===== src/rtl/if_fetch_stage.sv =====
// if_fetch_stage: instruction fetch with pipelined memory requests, in-order
// response queue, redirect flush/drop and a stallable IF/ID pipeline register.
`default_nettype none

module if_fetch_stage #(
  parameter logic [31:0] RESET_PC = 32'h0000_0000,
  parameter int          DEPTH    = 2
) (
  input  logic        clk,
  input  logic        rst_n,
  output logic        im_req_valid,
  input  logic        im_req_ready,
  output logic [31:0] im_req_addr,
  input  logic        im_rsp_valid,
  input  logic [31:0] im_rsp_data,
  input  logic        redirect_valid,
  input  logic [31:0] redirect_pc,
  input  logic        id_stall,
  output logic        if_id_valid,
  output logic [31:0] if_id_pc,
  output logic [31:0] if_id_inst,
  output logic [6:0]  if_id_opcode
);

  localparam int          AW      = $clog2(DEPTH);
  localparam int          CW      = $clog2(DEPTH + 1);
  localparam logic [31:0] NOP     = 32'h0000_0013;
  localparam logic [CW-1:0] DEPTH_C = CW'(DEPTH);
  localparam logic [CW:0]   DEPTH_W = (CW + 1)'(DEPTH);

  logic [31:0]   fetch_pc;
  logic [31:0]   tag_mem [DEPTH];
  logic [AW-1:0] tag_wptr, tag_rptr;
  logic [31:0]   iq_pc   [DEPTH];
  logic [31:0]   iq_inst [DEPTH];
  logic [AW-1:0] iq_wptr, iq_rptr;
  logic [CW-1:0] iq_count, outstanding, drop_cnt;

  logic          req_fire, rsp_keep, iq_empty, load, bypass, iq_push, iq_pop;
  logic [CW:0]   credit_used;
  logic [31:0]   rsp_tag;
  logic          unused_redirect_lsbs;

  assign unused_redirect_lsbs = ^redirect_pc[1:0];

  assign credit_used  = {1'b0, outstanding} + {1'b0, iq_count};
  // Reset gating keeps the request quiet for as long as rst_n is held low.
  assign im_req_valid = rst_n && !redirect_valid && (credit_used < DEPTH_W);
  assign im_req_addr  = fetch_pc;
  assign req_fire     = im_req_valid && im_req_ready;

  assign rsp_tag  = tag_mem[tag_rptr];
  assign rsp_keep = im_rsp_valid && (drop_cnt == '0) && !redirect_valid;
  assign iq_empty = (iq_count == '0);
  assign load     = !id_stall && !redirect_valid;
  assign bypass   = load && iq_empty && rsp_keep;
  assign iq_pop   = load && !iq_empty;
  assign iq_push  = rsp_keep && !bypass;

  assign if_id_opcode = if_id_inst[6:0];

  // Queue storage carries no reset; occupancy is tracked by pointers and counts.
  always_ff @(posedge clk) begin
    if (req_fire) tag_mem[tag_wptr] <= fetch_pc;
    if (iq_push) begin
      iq_pc[iq_wptr]   <= rsp_tag;
      iq_inst[iq_wptr] <= im_rsp_data;
    end
  end

  always_ff @(posedge clk) begin
    if (!rst_n) begin
      fetch_pc    <= RESET_PC;
      tag_wptr    <= '0;
      tag_rptr    <= '0;
      iq_wptr     <= '0;
      iq_rptr     <= '0;
      iq_count    <= '0;
      outstanding <= '0;
      drop_cnt    <= '0;
      if_id_valid <= 1'b0;
      if_id_pc    <= 32'h0;
      if_id_inst  <= NOP;
    end else begin
      if (req_fire)     tag_wptr <= tag_wptr + 1'b1;
      if (im_rsp_valid) tag_rptr <= tag_rptr + 1'b1;
      outstanding <= outstanding + CW'(req_fire) - CW'(im_rsp_valid);

      if (redirect_valid) begin
        fetch_pc    <= {redirect_pc[31:2], 2'b00};
        // Every word still in flight is wrong-path, except one consumed right now.
        drop_cnt    <= outstanding - CW'(im_rsp_valid);
        iq_wptr     <= '0;
        iq_rptr     <= '0;
        iq_count    <= '0;
        if_id_valid <= 1'b0;
        if_id_inst  <= NOP;
      end else begin
        if (req_fire) fetch_pc <= fetch_pc + 32'd4;
        if (im_rsp_valid && (drop_cnt != '0)) drop_cnt <= drop_cnt - 1'b1;
        if (iq_push) iq_wptr <= iq_wptr + 1'b1;
        if (iq_pop)  iq_rptr <= iq_rptr + 1'b1;
        iq_count <= iq_count + CW'(iq_push) - CW'(iq_pop);
        if (load) begin
          if (!iq_empty) begin
            if_id_valid <= 1'b1;
            if_id_pc    <= iq_pc[iq_rptr];
            if_id_inst  <= iq_inst[iq_rptr];
          end else if (bypass) begin
            if_id_valid <= 1'b1;
            if_id_pc    <= rsp_tag;
            if_id_inst  <= im_rsp_data;
          end else begin
            if_id_valid <= 1'b0;
            if_id_inst  <= NOP;
          end
        end
      end
    end
  end

  a_tag_overflow: assert property (@(posedge clk) disable iff (!rst_n)
    !(req_fire && outstanding == DEPTH_C));
  a_iq_overflow: assert property (@(posedge clk) disable iff (!rst_n)
    !(iq_push && iq_count == DEPTH_C));
  a_rsp_underflow: assert property (@(posedge clk) disable iff (!rst_n)
    !(im_rsp_valid && outstanding == '0));
  a_drop_bound: assert property (@(posedge clk) disable iff (!rst_n)
    drop_cnt <= outstanding);

endmodule

`default_nettype wire

===== config.mk =====
export PLATFORM = sky130hd
export DESIGN_NAME = if_fetch_stage
export DESIGN_NICKNAME = d
export VERILOG_FILES = /design/src/rtl/if_fetch_stage.sv
export SDC_FILE = /design/constraint.sdc
export NUM_CORES = 1
export LEC_CHECK = 0
export BUFFER_PORTS_ARGS = -buffer_cell sky130_fd_sc_hd__buf_2
export CAP_MARGIN = 5
export CORE_MARGIN = 3
export CORE_UTILIZATION = 27
export CTS_BUF_LIST = sky130_fd_sc_hd__clkbuf_8 sky130_fd_sc_hd__clkbuf_16
export CTS_CLUSTER_SIZE = 25
export DETAILED_ROUTE_END_ITERATION = 7
export GPL_TIMING_DRIVEN = 0
export PLACE_DENSITY = 0.52
export SLEW_MARGIN = 25
export SYNTH_ARGS = -nofsm -noshare
export SYNTH_HDL_FRONTEND = slang
export SYNTH_SLANG_ARGS = --single-unit

===== constraint.sdc =====
create_clock -name clk -period 6.9 [get_ports clk]
set_input_delay 1.38 -clock clk [delete_from_list [all_inputs] [get_ports clk]]
set_output_delay 1.38 -clock clk [all_outputs]
set_load 0.01 [all_outputs]

Yosys cells after proc, flatten, opt, wreduce, memory -nomap -nowiden:

Memories as Yosys holds them, arrays and structs flattened. A register that Yosys moved wholly into a read port is not among the register bits.
Index checks and enable logic that the tools add are counted.
Widths: inputs -> output; s select.

* bits in writable memories: 192
* memories kept: 3
* logic and storage cells: 73
* register bits after elaboration: 107
* output and inout bits: 105
* bits of input ports: 70

Memory list
* iq_inst: depth 2, width 32, rd ports 1, clocked after memory_dff 1, wr ports 1, line 35 `logic [31:0] iq_inst [DEPTH];`
* iq_pc: depth 2, width 32, rd ports 1, clocked after memory_dff 1, wr ports 1, line 34 `logic [31:0] iq_pc [DEPTH];`
* tag_mem: depth 2, width 32, rd ports 1, clocked after memory_dff 1, wr ports 1, line 32 `logic [31:0] tag_mem [DEPTH];`

* multiplexer cells: 20
* add/sub/neg operators: 12
* magnitude comparators: 1
* reduce and logical (&&, ||, !) cells: 22
* bitwise operators: 2
* equal/unequal tests: 1

Operator list (number)
* $mux 32: 6
* $add 32x3->32 const B: 1
* $mux 1: 12
* $logic_and 1x1->1: 11
* $reduce_bool 2->1: 3
* $sub 2x1->2: 3
* $add 1x1->1 const B: 4
* $add 2x1->2: 2
* $logic_not 1->1: 4
* $logic_not 2->1: 2
* $mux 2: 2
* $add 2x2->3: 1
* $lt 3x2->1 const B: 1
* $reduce_and 3->1: 1
* $ne 2x1->1 const B: 1
* $not 1->1: 2
* $reduce_or 2->1: 1
* $sub 2x1->2 const B: 1

Longest topological paths before layout:

Gate-level depths: netlist of run 1.

* depth in word-level cells: 8
* depth in mapped cells: 11
* gate-level depth less buffers: 11

Worst setup path after synthesis of run 1:

No wires, ideal clock.

* path type: input-to-reg
* start: input redirect_valid
* end: memory iq_inst[0][0] (enable)
* buffers on the path: 1
* stages: 6
* arrival time: 4.743 ns
* setup time: 0.482 ns
* setup slack: 1.674 ns
* required time: 6.418 ns
* cells stage by stage: or2_2 > clkbuf_1 > nor2_1 > nor3_1 > inv_1 > nor2_1

* cells in the longest elaborated chain, start to end: 8
* elaborated cells on any way between the ends: 9
* those cells by class: mux: 2; reduce/logical: 7

RTL lines
* from (decl): line 16 `input logic redirect_valid,`
* $logic_not 1->1 *: line 53, 55
* $logic_and 1x1->1: line 55 `assign load = !id_stall && !redirect_valid;`
* $logic_and 1x1->1 (2 in series): line 56 `assign bypass = load && iq_empty && rsp_keep;`
* $logic_not 1->1: line 58 `assign iq_push = rsp_keep && !bypass;`
* $logic_and 1x1->1 *: line 58
* $mux 1 *: line 65 `if (iq_push) begin`
* $mux 1 (implied by the code) *: line 67 `iq_inst[iq_wptr] <= im_rsp_data;`
* to (decl): line 35

Mark *: on every way between the ends. The rest lies on a longest branch, timed or not.

Final worst setup path of run 1:

* start: input rst_n
* end: output im_req_valid

* cells in the longest elaborated chain, start to end: 2

RTL lines
* from (decl): line 10 `input logic rst_n,`
* $logic_and 1x1->1 (2 in series): line 48 `assign im_req_valid = rst_n && !redirect_valid && (credit_used < DEPTH_W);`
* to (decl): line 11 `output logic im_req_valid,`

Every way passes these cells.

==> metrics.cfg, run 1 <==
[placement]
cell_count_after_placement = 1571
detailedPlacementHpwl_microns = 21270
post_dp_cell_area_sq_mm = 0.01307
globalplace.congestion = 0.8246
placement.io_buffers = 168

[worst_setup_path]
sort_of_element_at_the_start_of_the_critical_path = input pin
worst-setup-path-type = in -> out
worstRegToRegCells = 8
crit-reg2reg-capture = tag_mem[0][18]
worst-r2r-setup-slack_ns = 3.88
rr_startpoint = iq_count[0]
cp-end-kind = primary output
path_max_fanout = 10
cp_data_required_time_ns = 5.52
cp_data_arrival_time_ns = 2.99

[yosys]
synthCells = 862
synth.mux.area_fraction = 0.08877
ys_top_cells_by_area = sky130_fd_sc_hd__edfxtp_1 (49%), sky130_fd_sc_hd__dfxtp_1 (18%), sky130_fd_sc_hd__mux2_2 (6.2%)
count_of_state_elements_after_synthesis = 289
synth.yosys.warnings = 0
synth_top_family_by_area = compound AO/OA/AOI/OAI gates
ys_seq_area_frac = 0.6706
synth_most_common_cell = sky130_fd_sc_hd__edfxtp_1
post_synth_and_or_nand_nor_area_fraction = 0.08173
ys_async_sr_fraction = 0
synth.distinct_cells = 50
post_synthesis_compound_gate_area_fraction = 0.09350
ys_top_cells_by_count = sky130_fd_sc_hd__edfxtp_1 (184), sky130_fd_sc_hd__dfxtp_1 (105), sky130_fd_sc_hd__nand2_1 (85), sky130_fd_sc_hd__mux2_2 (63), sky130_fd_sc_hd__nor2_1 (60)
netlist_area_sq_mm = 0.01137
synth_area_per_cell_sq_um = 13.20
netlist.top_cell.by_area = sky130_fd_sc_hd__edfxtp_1
synthDominantCellAreaShare = 0.4858
synth_flop_cell = sky130_fd_sc_hd__edfxtp_1
synth_edf_count = 184
synthXorXnorAreaFrac = 0.02618
post_synth_fa_ha_maj_area_fraction = 0.009460

[final_layout]
sequential_cell_area_sq_mm = 0.007627
layout.filler_cells = 4065
syn2layout_area_growth_pct = 24.84
instances_no_fill = 1636
multi_input_comb_area_sq_mm = 0.003447
finalInstanceArea_sq_mm = 0.01420
post_route_cells_drive_above_1_share = 0.2947
num-nets-final = 1154
post-route-util = 0.3446

[route]
route.detailed.wl_per_inst_microns = 18.84
routed_via_density = 4.694
via_count = 7680
drt_first_pass_iters = 6
final_antenna_net_count = 0
drc_errors = 0
first_iter_violations = 745
route.final.wire_length_microns = 30820

[grt]
global_route_wire_length_before_repair_microns = 46260
globalRoute.totalOverflow = 0
grt_antenna_before_repair = 0
grt_start_max_net_pins = 34
grt_util_all_layers = 0.1355
first_global_vias = 7432

[status]
result_of_the_run = finished, final reports clean

[clock_tree]
cts.hold.buffers_added = 0
clock_tree_from_tritoncts = built
numClockSinks = 289
cts_inserted_buffers = 35
h_tree_level_count = 2
post_cts.resized_instances = 0
cts.repair_timing.setup_buffer_count = 0
clkSlewWorstSetupHoldPaths_ns = 0.06
clock_tree.root_cell = sky130_fd_sc_hd__clkbuf_16
insertion_delay_ns = 0.55
cts_buffer_depth = 3

[sta]
grt_setup_unrepaired = false
slew_viol_final = 0
setup_violations = 0
post-route-period-util = 0.6335
min_period_ns = 4.371
finalHoldWorstSlack_ns = 0.4479
worst_slew_pin_slew_ns = 0.7921
maxClockFrequency_mhz = 228.8
fin_setup_tns_ns = 0
hold_viol = 0
max_slew_margin = 0.4678
finClkSkew_ns = 0.03394

[floorplan]
num_rows = 74
start_util = 0.2761
floorplan.die.width_microns = 211.3
die_height_microns = 211.3
design.portCount = 175
placeableCoreArea_sq_mm = 0.04120
die_footprint_sq_mm = 0.04463

[power]
peakVddDrop_mv = 0.1478
static_leakage_nw = 5.010
power-per-cell-area_mw_per_mm2 = 284.4

[min_path]
holdPathEnd = if_id_pc[17]
min_path_type = reg -> reg
min_delay_path_depth = 2
worstHoldStart = if_id_pc[17]

[job]
max-cap-violations = 0

[state kept, by name, indices dropped and copies added (netlist names), named ones only]
| name | count |
|---|---|
| iq_count | 2 |
| if_id_inst | 32 |
| tag_wptr | 1 |
| iq_pc | 60 |
| if_id_valid | 1 |
| drop_cnt | 2 |
| im_req_addr | 30 |
| outstanding | 2 |
| tag_mem | 60 |
| if_id_pc | 30 |
| iq_rptr | 1 |
| iq_wptr | 1 |
| iq_inst | 64 |
| tag_rptr | 1 |
[power by group]
group | internal (W) | total [W] | switching [W] | leakage (nW)
Sequential | 0.00191 | 0.00195 | 0.0000446 | 2.54
Combinational | 0.000116 | 0.000292 | 0.000176 | 1.91
Clock | 0.00105 | 0.00180 | 0.000743 | 0.560
[cell families (layout without fill, tap and decap cells)]
kind of cell	after synthesis	after routing
compound gates	158	158
xor+xnor	34	34
fa+ha+maj	8	8
buf+inv	74	312
flops	289	289
mux	93	93
other cells	1	5
simple gates	205	205
[worst max-delay path by stage]
stage | to | start | slack (ns)
after floorplan | iq_inst[0][0] | redirect_valid | 1.67
after global placement | iq_pc[0][24] | id_stall | -0.91
after detailed placement | im_req_valid | rst_n | 2.50
after CTS | im_req_valid | rst_n | 2.50
after global routing | im_req_valid | rst_n | 2.41
final | im_req_valid | rst_n | 2.53
[metal layers]
metal | vias up | routed length (microns) | GRT usage
met5 | - | 0 | 0
met4 | 0 | 487 | 0.03210
met3 | 34 | 2043 | 0.03446
met2 | 257 | 13800 | 0.2109
met1 | 3729 | 14490 | 0.1906
li1 | 3660 | - | -
[per-stage QoR]
| stage | worst slack, ns | power, W |
|---|---|---|
| 3_5_place_dp | 2.498 | 0.002282 |
| 2_1_floorplan | 1.674 | 0.002142 |
| 4_1_cts | 2.495 | 0.004097 |
| 6_report | 2.529 | 0.004038 |
| 3_3_place_gp | -0.9084 | 0.002270 |
| 5_1_grt | 2.410 | 0.004202 |
[layout make-up]
type	instances	share of cell area
Clock inverter	26	0.01427
Buffer	63	0.02071
Inverter	11	0.002908
Antenna cell	1	0.0001762
Clock buffer	38	0.06538
Sequential cell	289	0.5371
Timing Repair Buffer	174	0.06979
Multi-Input combinational cell	502	0.2428
Tap cell	532	0.04688
[critical path, cell delays in order]
cell and delay (ns):
sky130_fd_sc_hd__buf_2 0.17, sky130_fd_sc_hd__nand2b_1 0.08, sky130_fd_sc_hd__clkbuf_1 0.41, sky130_fd_sc_hd__clkbuf_1 0.56, sky130_fd_sc_hd__nor3_1 0.19, sky130_fd_sc_hd__buf_2 0.19
[placed cells by master (no fill, tap or decap), types with 3 or more instances in the layout]
master / netlist / layout
sky130_fd_sc_hd__ha_1: 7 / 7
sky130_fd_sc_hd__o211ai_1: 29 / 29
sky130_fd_sc_hd__and2_1: 5 / 4
sky130_fd_sc_hd__conb_1: 1 / 4
sky130_fd_sc_hd__nor3_1: 8 / 8
sky130_fd_sc_hd__nor4_1: 4 / 4
sky130_fd_sc_hd__clkinv_2: 0 / 9
sky130_fd_sc_hd__clkbuf_1: 39 / 39
sky130_fd_sc_hd__clkinvlp_4: 0 / 5
sky130_fd_sc_hd__clkbuf_16: 0 / 36
sky130_fd_sc_hd__o21ai_0: 25 / 25
sky130_fd_sc_hd__edfxtp_1: 184 / 184
sky130_fd_sc_hd__a211oi_1: 5 / 5
sky130_fd_sc_hd__xor2_1: 21 / 21
sky130_fd_sc_hd__a21oi_1: 53 / 53
sky130_fd_sc_hd__a221oi_1: 3 / 3
sky130_fd_sc_hd__buf_1: 5 / 5
sky130_fd_sc_hd__nand3_1: 9 / 9
sky130_fd_sc_hd__mux2i_1: 30 / 30
sky130_fd_sc_hd__a31oi_1: 5 / 5
sky130_fd_sc_hd__clkinv_1: 0 / 4
sky130_fd_sc_hd__nand2_1: 85 / 85
sky130_fd_sc_hd__inv_1: 10 / 13
sky130_fd_sc_hd__buf_2: 7 / 175
sky130_fd_sc_hd__nor2_1: 60 / 58
sky130_fd_sc_hd__buf_4: 11 / 11
sky130_fd_sc_hd__mux2_2: 63 / 63
sky130_fd_sc_hd__dfxtp_1: 105 / 105
sky130_fd_sc_hd__buf_16: 0 / 4
sky130_fd_sc_hd__a222oi_1: 29 / 29
sky130_fd_sc_hd__nand4_1: 16 / 16
sky130_fd_sc_hd__xnor2_1: 13 / 13
Note: power is estimated with default switching activity, not from simulation.
==> inputs of run 2 (changes only) <==
Settings changed: ABC_AREA from default to 1, PLACE_DENSITY 0.52 to 0.53.
Clock period 6.9 ns to 3.94 ns, I/O delays scaled along.
==> run 2 against run 1 <==
Compared with the run above: global-route usage grew 0.62 points; register-to-register slack lost 2.5 ns; utilization is essentially flat; count of clock-buffer cells in the layout grew 3; critical endpoint unchanged.
==> metrics.cfg, run 2 <==
[worst_setup_path]
cp_slowest_stage_delay_ns = 0.50  ; was 0.56 ns
rr_startpoint = iq_count[0]  ; unchanged
cpMostUsedCell = sky130_fd_sc_hd__buf_2
worst_setup_path_startpoint = redirect_valid  ; was rst_n
worst-path-buf-inv = 4  ; unchanged
sort_of_element_at_the_start_of_the_critical_path = input pin  ; unchanged
crit_path_top_delay_cell = sky130_fd_sc_hd__clkbuf_1  ; unchanged
cp_data_arrival_time_ns = 2.21  ; was 2.99 ns
cp_data_required_time_ns = 3.15  ; was 5.52 ns
crit_family = buffers and inverters  ; unchanged
path_max_fanout = 10  ; unchanged
crit_chain = buf_2 -> inv_1 -> nand2_1 -> clkbuf_1 -> nor2_1 -> buf_2  ; was buf_2 -> nand2b_1 -> clkbuf_1 -> clkbuf_1 -> nor3_1 -> buf_2
cp-end-kind = primary output  ; unchanged
worst-setup-path-type = in -> out  ; unchanged

[clock_tree]
h_tree_level_count = 2  ; unchanged
clkSlewWorstSetupHoldPaths_ns = 0.06  ; about the same
numClockSinks = 289  ; unchanged
insertion_delay_ns = 0.54  ; was 0.55 ns
cts.repair_timing.setup_buffer_count = 0  ; unchanged
cts.hold.buffers_added = 0  ; unchanged
cts_inserted_buffers = 35  ; unchanged
clock_tree_from_tritoncts = built  ; unchanged
post_cts.resized_instances = 0  ; unchanged
clock_tree.root_cell = sky130_fd_sc_hd__clkbuf_16  ; unchanged
cts_buffer_depth = 3  ; unchanged

[final_layout]
num-nets-final = 1470  ; was 1154
post_route_cells_drive_above_1_share = 0.2278  ; was 0.2947
syn2layout_area_growth_pct = 25.04  ; was 24.84%
antenna-diode-count = 0  ; was 1
regMostFlops = iq_inst  ; unchanged
reg_top3 = iq_inst (64), iq_pc (60), tag_mem (60)  ; unchanged
largest_register_ff_count = 64  ; unchanged
final_cell_mix = sky130_fd_sc_hd__nand2_1 (247), sky130_fd_sc_hd__buf_2 (184), sky130_fd_sc_hd__edfxtp_1 (184)  ; was sky130_fd_sc_hd__edfxtp_1 (184), sky130_fd_sc_hd__buf_2 (175), sky130_fd_sc_hd__dfxtp_1 (105)
layout_commonest_cell = sky130_fd_sc_hd__nand2_1  ; was sky130_fd_sc_hd__edfxtp_1

[yosys]
ys_async_sr_fraction = 0  ; unchanged
synth_area_per_cell_sq_um = 10.16  ; was 13.20 sq um
ys_top_cells_by_area = sky130_fd_sc_hd__edfxtp_1 (46%), sky130_fd_sc_hd__dfxtp_1 (18%), sky130_fd_sc_hd__nand2_1 (7.8%)  ; was sky130_fd_sc_hd__edfxtp_1 (49%), sky130_fd_sc_hd__dfxtp_1 (18%), sky130_fd_sc_hd__mux2_2 (6.2%)
synth_flop_cell = sky130_fd_sc_hd__edfxtp_1  ; unchanged
synth.yosys.warnings = 0  ; unchanged
synthCells = 1176  ; was 862
synth_most_common_cell = sky130_fd_sc_hd__nand2_1  ; was sky130_fd_sc_hd__edfxtp_1
ys_top_cells_by_count = sky130_fd_sc_hd__nand2_1 (247), sky130_fd_sc_hd__edfxtp_1 (184), sky130_fd_sc_hd__dfxtp_1 (105), sky130_fd_sc_hd__nor2_1 (102), sky130_fd_sc_hd__inv_1 (96)  ; was sky130_fd_sc_hd__edfxtp_1 (184), sky130_fd_sc_hd__dfxtp_1 (105), sky130_fd_sc_hd__nand2_1 (85), sky130_fd_sc_hd__mux2_2 (63), sky130_fd_sc_hd__nor2_1 (60)
count_of_state_elements_after_synthesis = 289  ; unchanged
synthDominantCellAreaShare = 0.4626  ; was 0.4858
ys_seq_area_frac = 0.6385  ; was 0.6706
synth_edf_count = 184  ; unchanged
netlist_area_sq_mm = 0.01195  ; was 0.01137 sq mm
synth.distinct_cells = 35  ; was 50
netlist.top_cell.by_area = sky130_fd_sc_hd__edfxtp_1  ; unchanged

[sta]
hold_viol = 0  ; unchanged
grt_setup_unrepaired = false  ; unchanged
finalHoldWorstSlack_ns = 0.4507  ; was 0.4479 ns
setup_violations = 0  ; unchanged
setup_ws_ns = 0.9397  ; was 2.529 ns
post-route-period-util = 0.7615
min_period_ns = 3.000
finClkSkew_ns = 0.03209  ; was 0.03394 ns
slew_viol_final = 0  ; unchanged
max_slew_margin = 0.5707  ; was 0.4678
maxClockFrequency_mhz = 333.3
worst_slew_pin_slew_ns = 0.6425  ; was 0.7921 ns
fin_setup_tns_ns = 0  ; unchanged

[route]
route.detailed.wl_per_inst_microns = 16.73  ; was 18.84 microns
route.final.wire_length_microns = 33500  ; was 30820 microns
detailroute.wirelength.met2_microns = 15450  ; was 13800 microns
final_antenna_net_count = 0  ; unchanged
routed_via_density = 4.545  ; was 4.694
first_iter_violations = 729  ; was 745
top_layer_used = met5  ; was met4
routedLengthMet1_microns = 15010  ; was 14490 microns
via_count = 9104  ; was 7680
drc_errors = 0  ; unchanged
drt_first_pass_iters = 5  ; was 6
wl_met3_microns = 2296  ; was 2043 microns

[power]
power-per-cell-area_mw_per_mm2 = 476.8  ; was 284.4 mW/mm^2
comb_power_share = 0.071  ; was 0.072
power.share.sequential = 0.479  ; was 0.483
design_power_total_w = 0.007122  ; was 0.004038 W
peakVddDrop_mv = 0.2604  ; was 0.1478 mV
static_leakage_nw = 5.706  ; was 5.010 nW
p_sw_frac = 0.2311  ; was 0.2385
p_switching_w = 0.001646  ; was 0.0009633 W
clock_network_power_share = 0.449  ; was 0.445
cellInternalPower_w = 0.005476  ; was 0.003075 W

[grt]
grt_antenna_before_repair = 2  ; was 0
first_global_vias = 8834  ; was 7432
grt_start_max_net_pins = 23  ; was 34
globalRoute.totalOverflow = 0  ; unchanged
global_route_wire_length_before_repair_microns = 51450  ; was 46260 microns
grt_util_all_layers = 0.1417  ; was 0.1355

[floorplan]
die_height_microns = 216.3  ; was 211.3 microns
num_rows = 76  ; was 74
placeableCoreArea_sq_mm = 0.04336  ; was 0.04120 sq mm
start_util = 0.2755  ; was 0.2761
floorplan.die.width_microns = 216.3  ; was 211.3 microns
die_footprint_sq_mm = 0.04680  ; was 0.04463 sq mm
design.portCount = 175  ; unchanged

[placement]
globalplace.congestion = 0.8391  ; was 0.8246
dp_slack_ns = 0.8798  ; was 2.498 ns
detailedPlacementHpwl_microns = 23960  ; was 21270 microns
placement.io_buffers = 168  ; unchanged

[job]
max-cap-violations = 0  ; unchanged

[min_path]
worstHoldStart = iq_rptr  ; was if_id_pc[17]
min_path_type = reg -> reg  ; unchanged

[status]
result_of_the_run = finished, final reports clean  ; unchanged

## run 2: cell type report
| cell class | count | area (sq um) |
|---|---|---|
| multi-input combinational | 720 | 3645 |
| fill | 4477 | 28420 |
| timing repair buffer | 176 | 1049 |
| tap | 585 | 732.0 |
| inverter | 103 | 386.6 |
| clock inverter | 22 | 200.2 |
| clock buffer | 41 | 969.7 |
| buffer | 67 | 327.8 |
| sequential | 289 | 7627 |
## run 2: final timing paths
check	to	slack [ns]	depth (start not counted)
min	iq_rptr	0.45	1
max	im_req_valid	0.94	6
max reg2reg	outstanding[1]	1.34	12
min reg2reg	iq_rptr	0.45	1
## run 2: power by group through the flow
| stage | sequential [W] | clock (W) | combinational [W] |
|---|---|---|---|
| finish | 0.00341 | 0.00320 | 0.000507 |
| global route | 0.00343 | 0.00342 | 0.000571 |
| CTS | 0.00342 | 0.00329 | 0.000516 |
| detailed placement | 0.00348 | 0 | 0.000513 |
| global placement | 0.00348 | 0 | 0.000484 |
| floorplan | 0.00347 | 0 | 0.000269 |
## run 2: worst reg2reg max path, delay by kind of cell (launching register included)
family | cells | cell delay, ns
buffers and inverters | 3 | 0.42
and+or+nand+nor | 3 | 0.44
adders and majority gates | 3 | 0.92
xor gates and xnor gates | 1 | 0.15
AOI/OAI and AO/OA | 2 | 0.20
DFF | 1 | 0.37
## run 2: cell families after synthesis
group,after synthesis,synth area share
adders and majority gates,8,0.009008
muxes,21,0.01875
buffers and inverters,170,0.05981
DFF,289,0.6385
xor gates and xnor gates,11,0.008065
AOI/OAI and AO/OA,230,0.1094
other,1,0.0003139
and+or+nand+nor,446,0.1562
## run 2: through the flow
step | instance area (sq um) | cells | util
after global placement | 13530 | 1932 | 0.3121
final | 14940 | 2003 | 0.3445
after detailed placement | 13770 | 1940 | 0.3175
after floorplan | 11960 | 1179 | -
after global routing | 14940 | 2003 | 0.3445
after CTS | 14940 | 2003 | 0.3445
## run 2: metal layers
metal | vias to the layer above | track usage
met5 | - | 0
met4 | 4 | 0.04355
li1 | 4442 | -
met1 | 4309 | 0.1905
met3 | 50 | 0.03379
met2 | 299 | 0.2270
==> inputs of run 3 (changes only) <==
Settings changed: PLACE_DENSITY 0.53 to 0.52.
Clock period 3.94 ns to 3 ns, I/O delays scaled along.
==> run 3 against run 2 <==
Compared with the run above: clock skew fell by 0.0013 ns; register-to-register slack got worse by 0.91 ns; total power rose by 31%; critical path type unchanged.
==> metrics.cfg, run 3 (same netlist as run 2, synthesis figures left out) <==
[route]
via_count = 9000  ; was 9104
drt_first_pass_iters = 5  ; unchanged
routed_via_density = 4.489  ; was 4.545
drc_errors = 0  ; unchanged
final_antenna_net_count = 0  ; unchanged
route.final.wire_length_microns = 33650  ; was 33500 microns
route.detailed.wl_per_inst_microns = 16.78  ; was 16.73 microns
first_iter_violations = 489  ; was 729

[grt]
globalRoute.totalOverflow = 0  ; unchanged
grt_start_max_net_pins = 21  ; was 23
grt_util_all_layers = 0.1422  ; was 0.1417
global_route_wire_length_before_repair_microns = 51450  ; about the same
grt_antenna_before_repair = 3  ; was 2
first_global_vias = 8759  ; was 8834

[floorplan]
die_footprint_sq_mm = 0.04680  ; unchanged
floorplan.die.width_microns = 216.3  ; unchanged
design.portCount = 175  ; unchanged
start_util = 0.2755  ; unchanged
num_rows = 76  ; unchanged
die_height_microns = 216.3  ; unchanged
placeableCoreArea_sq_mm = 0.04336  ; unchanged

[clock_tree]
clkSlewWorstSetupHoldPaths_ns = 0.06  ; about the same
cts_buffer_depth = 3  ; unchanged
cts_inserted_buffers = 35  ; unchanged
clock_tree_from_tritoncts = built  ; unchanged
cts.hold.buffers_added = 0  ; unchanged
clock_tree.root_cell = sky130_fd_sc_hd__clkbuf_16  ; unchanged
numClockSinks = 289  ; unchanged
post_cts.resized_instances = 0  ; unchanged
cts.repair_timing.setup_buffer_count = 0  ; unchanged
insertion_delay_ns = 0.54  ; about the same
h_tree_level_count = 2  ; unchanged

[final_layout]
syn2layout_area_growth_pct = 24.90  ; was 25.04%
post-route-util = 0.3441  ; was 0.3445
final_cell_mix = sky130_fd_sc_hd__nand2_1 (247), sky130_fd_sc_hd__buf_2 (184), sky130_fd_sc_hd__edfxtp_1 (184)  ; unchanged
num-nets-final = 1470  ; unchanged
layout_commonest_cell = sky130_fd_sc_hd__nand2_1  ; unchanged
largest_register_ff_count = 64  ; unchanged
instances_no_fill = 2005  ; was 2003
regMostFlops = iq_inst  ; unchanged
finalInstanceArea_sq_mm = 0.01492  ; was 0.01494 sq mm
post_route_cells_drive_above_1_share = 0.2248  ; was 0.2278
layout.filler_cells = 4470  ; was 4477
reg_top3 = iq_inst (64), iq_pc (60), tag_mem (60)  ; unchanged

[sta]
worst_slew_pin_slew_ns = 0.6765  ; was 0.6425 ns
setup_violations = 0  ; unchanged
hold_viol = 0  ; unchanged
finalHoldWorstSlack_ns = 0.2770  ; was 0.4507 ns
fin_setup_tns_ns = 0  ; unchanged
min_period_ns = 2.572
maxClockFrequency_mhz = 388.7
slew_viol_final = 0  ; unchanged
post-route-period-util = 0.8575
grt_setup_unrepaired = false  ; unchanged
max_slew_margin = 0.5479  ; was 0.5707
finClkSkew_ns = 0.03084  ; was 0.03209 ns

[worst_setup_path]
cp_data_arrival_time_ns = 1.97  ; was 2.21 ns
worst-setup-path-type = in -> out  ; unchanged
cp_slowest_stage_delay_ns = 0.49  ; was 0.50 ns
cp_data_required_time_ns = 2.40  ; was 3.15 ns
cp-end-kind = primary output  ; unchanged
crit_chain = buf_2 -> inv_1 -> nand2_1 -> clkbuf_1 -> nor2_1 -> buf_2  ; unchanged
crit_family = buffers and inverters  ; unchanged
sort_of_element_at_the_start_of_the_critical_path = input pin  ; unchanged
crit_path_top_delay_cell = sky130_fd_sc_hd__clkbuf_1  ; unchanged
worst-path-buf-inv = 4  ; unchanged
path_max_fanout = 10  ; unchanged
cpMostUsedCell = sky130_fd_sc_hd__buf_2  ; unchanged

[power]
peakVddDrop_mv = 0.3272  ; was 0.2604 mV
power-per-cell-area_mw_per_mm2 = 625.2  ; was 476.8 mW/mm^2
static_leakage_nw = 5.693  ; was 5.706 nW

[min_path]
min_path_type = in -> reg  ; was reg -> reg

[placement]
globalplace.congestion = 0.8443  ; was 0.8391
post_dp_cell_area_sq_mm = 0.01378  ; was 0.01377 sq mm
cell_count_after_placement = 1940  ; unchanged
detailedPlacementHpwl_microns = 23830  ; was 23960 microns
placement.io_buffers = 168  ; unchanged

[job]
max-cap-violations = 0  ; unchanged

[status]
result_of_the_run = finished, final reports clean  ; unchanged

-- run 3: area by class of cell --
cell class / instances / area (sq um) / area share
multi-input combinational: 720 / 3645 / 0.2443
tap: 585 / 732.0 / 0.04906
timing repair buffer: 176 / 1061 / 0.07112
antenna: 1 / 2.502 / 0.0001677
sequential: 289 / 7627 / 0.5112
clock buffer: 37 / 903.4 / 0.06055
inverter: 103 / 386.6 / 0.02591
buffer: 67 / 327.8 / 0.02197
clock inverter: 27 / 234.0 / 0.01568
-- run 3: per-stage QoR --
step / setup slack [ns] / total power [W]
6_report: 0.4276 / 0.009328
5_1_grt: 0.2354 / 0.009730
4_1_cts: 0.3419 / 0.009453
3_5_place_dp: 0.2630 / 0.005244
3_3_place_gp: -1.618 / 0.005210
2_1_floorplan: -0.03243 / 0.004908
-- run 3: layer usage --
metal / GRT usage / vias up / wire length (microns)
li1: - / 4445 / -
met1: 0.1912 / 4241 / 15210
met2: 0.2275 / 261 / 15420
met3: 0.03814 / 49 / 2299
met4: 0.03830 / 4 / 702
met5: 0 / - / 19
-- run 3: final timing paths --
kind	from	endpoint	slack (ns)	depth (start not counted)
worst min register to register	iq_rptr	flip-flop	0.46	1
worst min-delay path	im_rsp_data[30]	iq_inst[1][30]	0.28	1
worst max-delay path	redirect_valid	im_req_valid	0.43	6
worst max register to register	iq_count[0]	outstanding[1]	0.43	12
-- run 3: power by group --
| group | switching (W) | total [W] | internal [W] | leakage (nW) |
|---|---|---|---|---|
| sequential | 0.000105 | 0.00448 | 0.00438 | 2.53 |
| combinational | 0.000429 | 0.000670 | 0.000241 | 2.58 |
| clock | 0.00165 | 0.00417 | 0.00253 | 0.586 |
| total | 0.00218 | 0.00933 | 0.00715 | 5.69 |
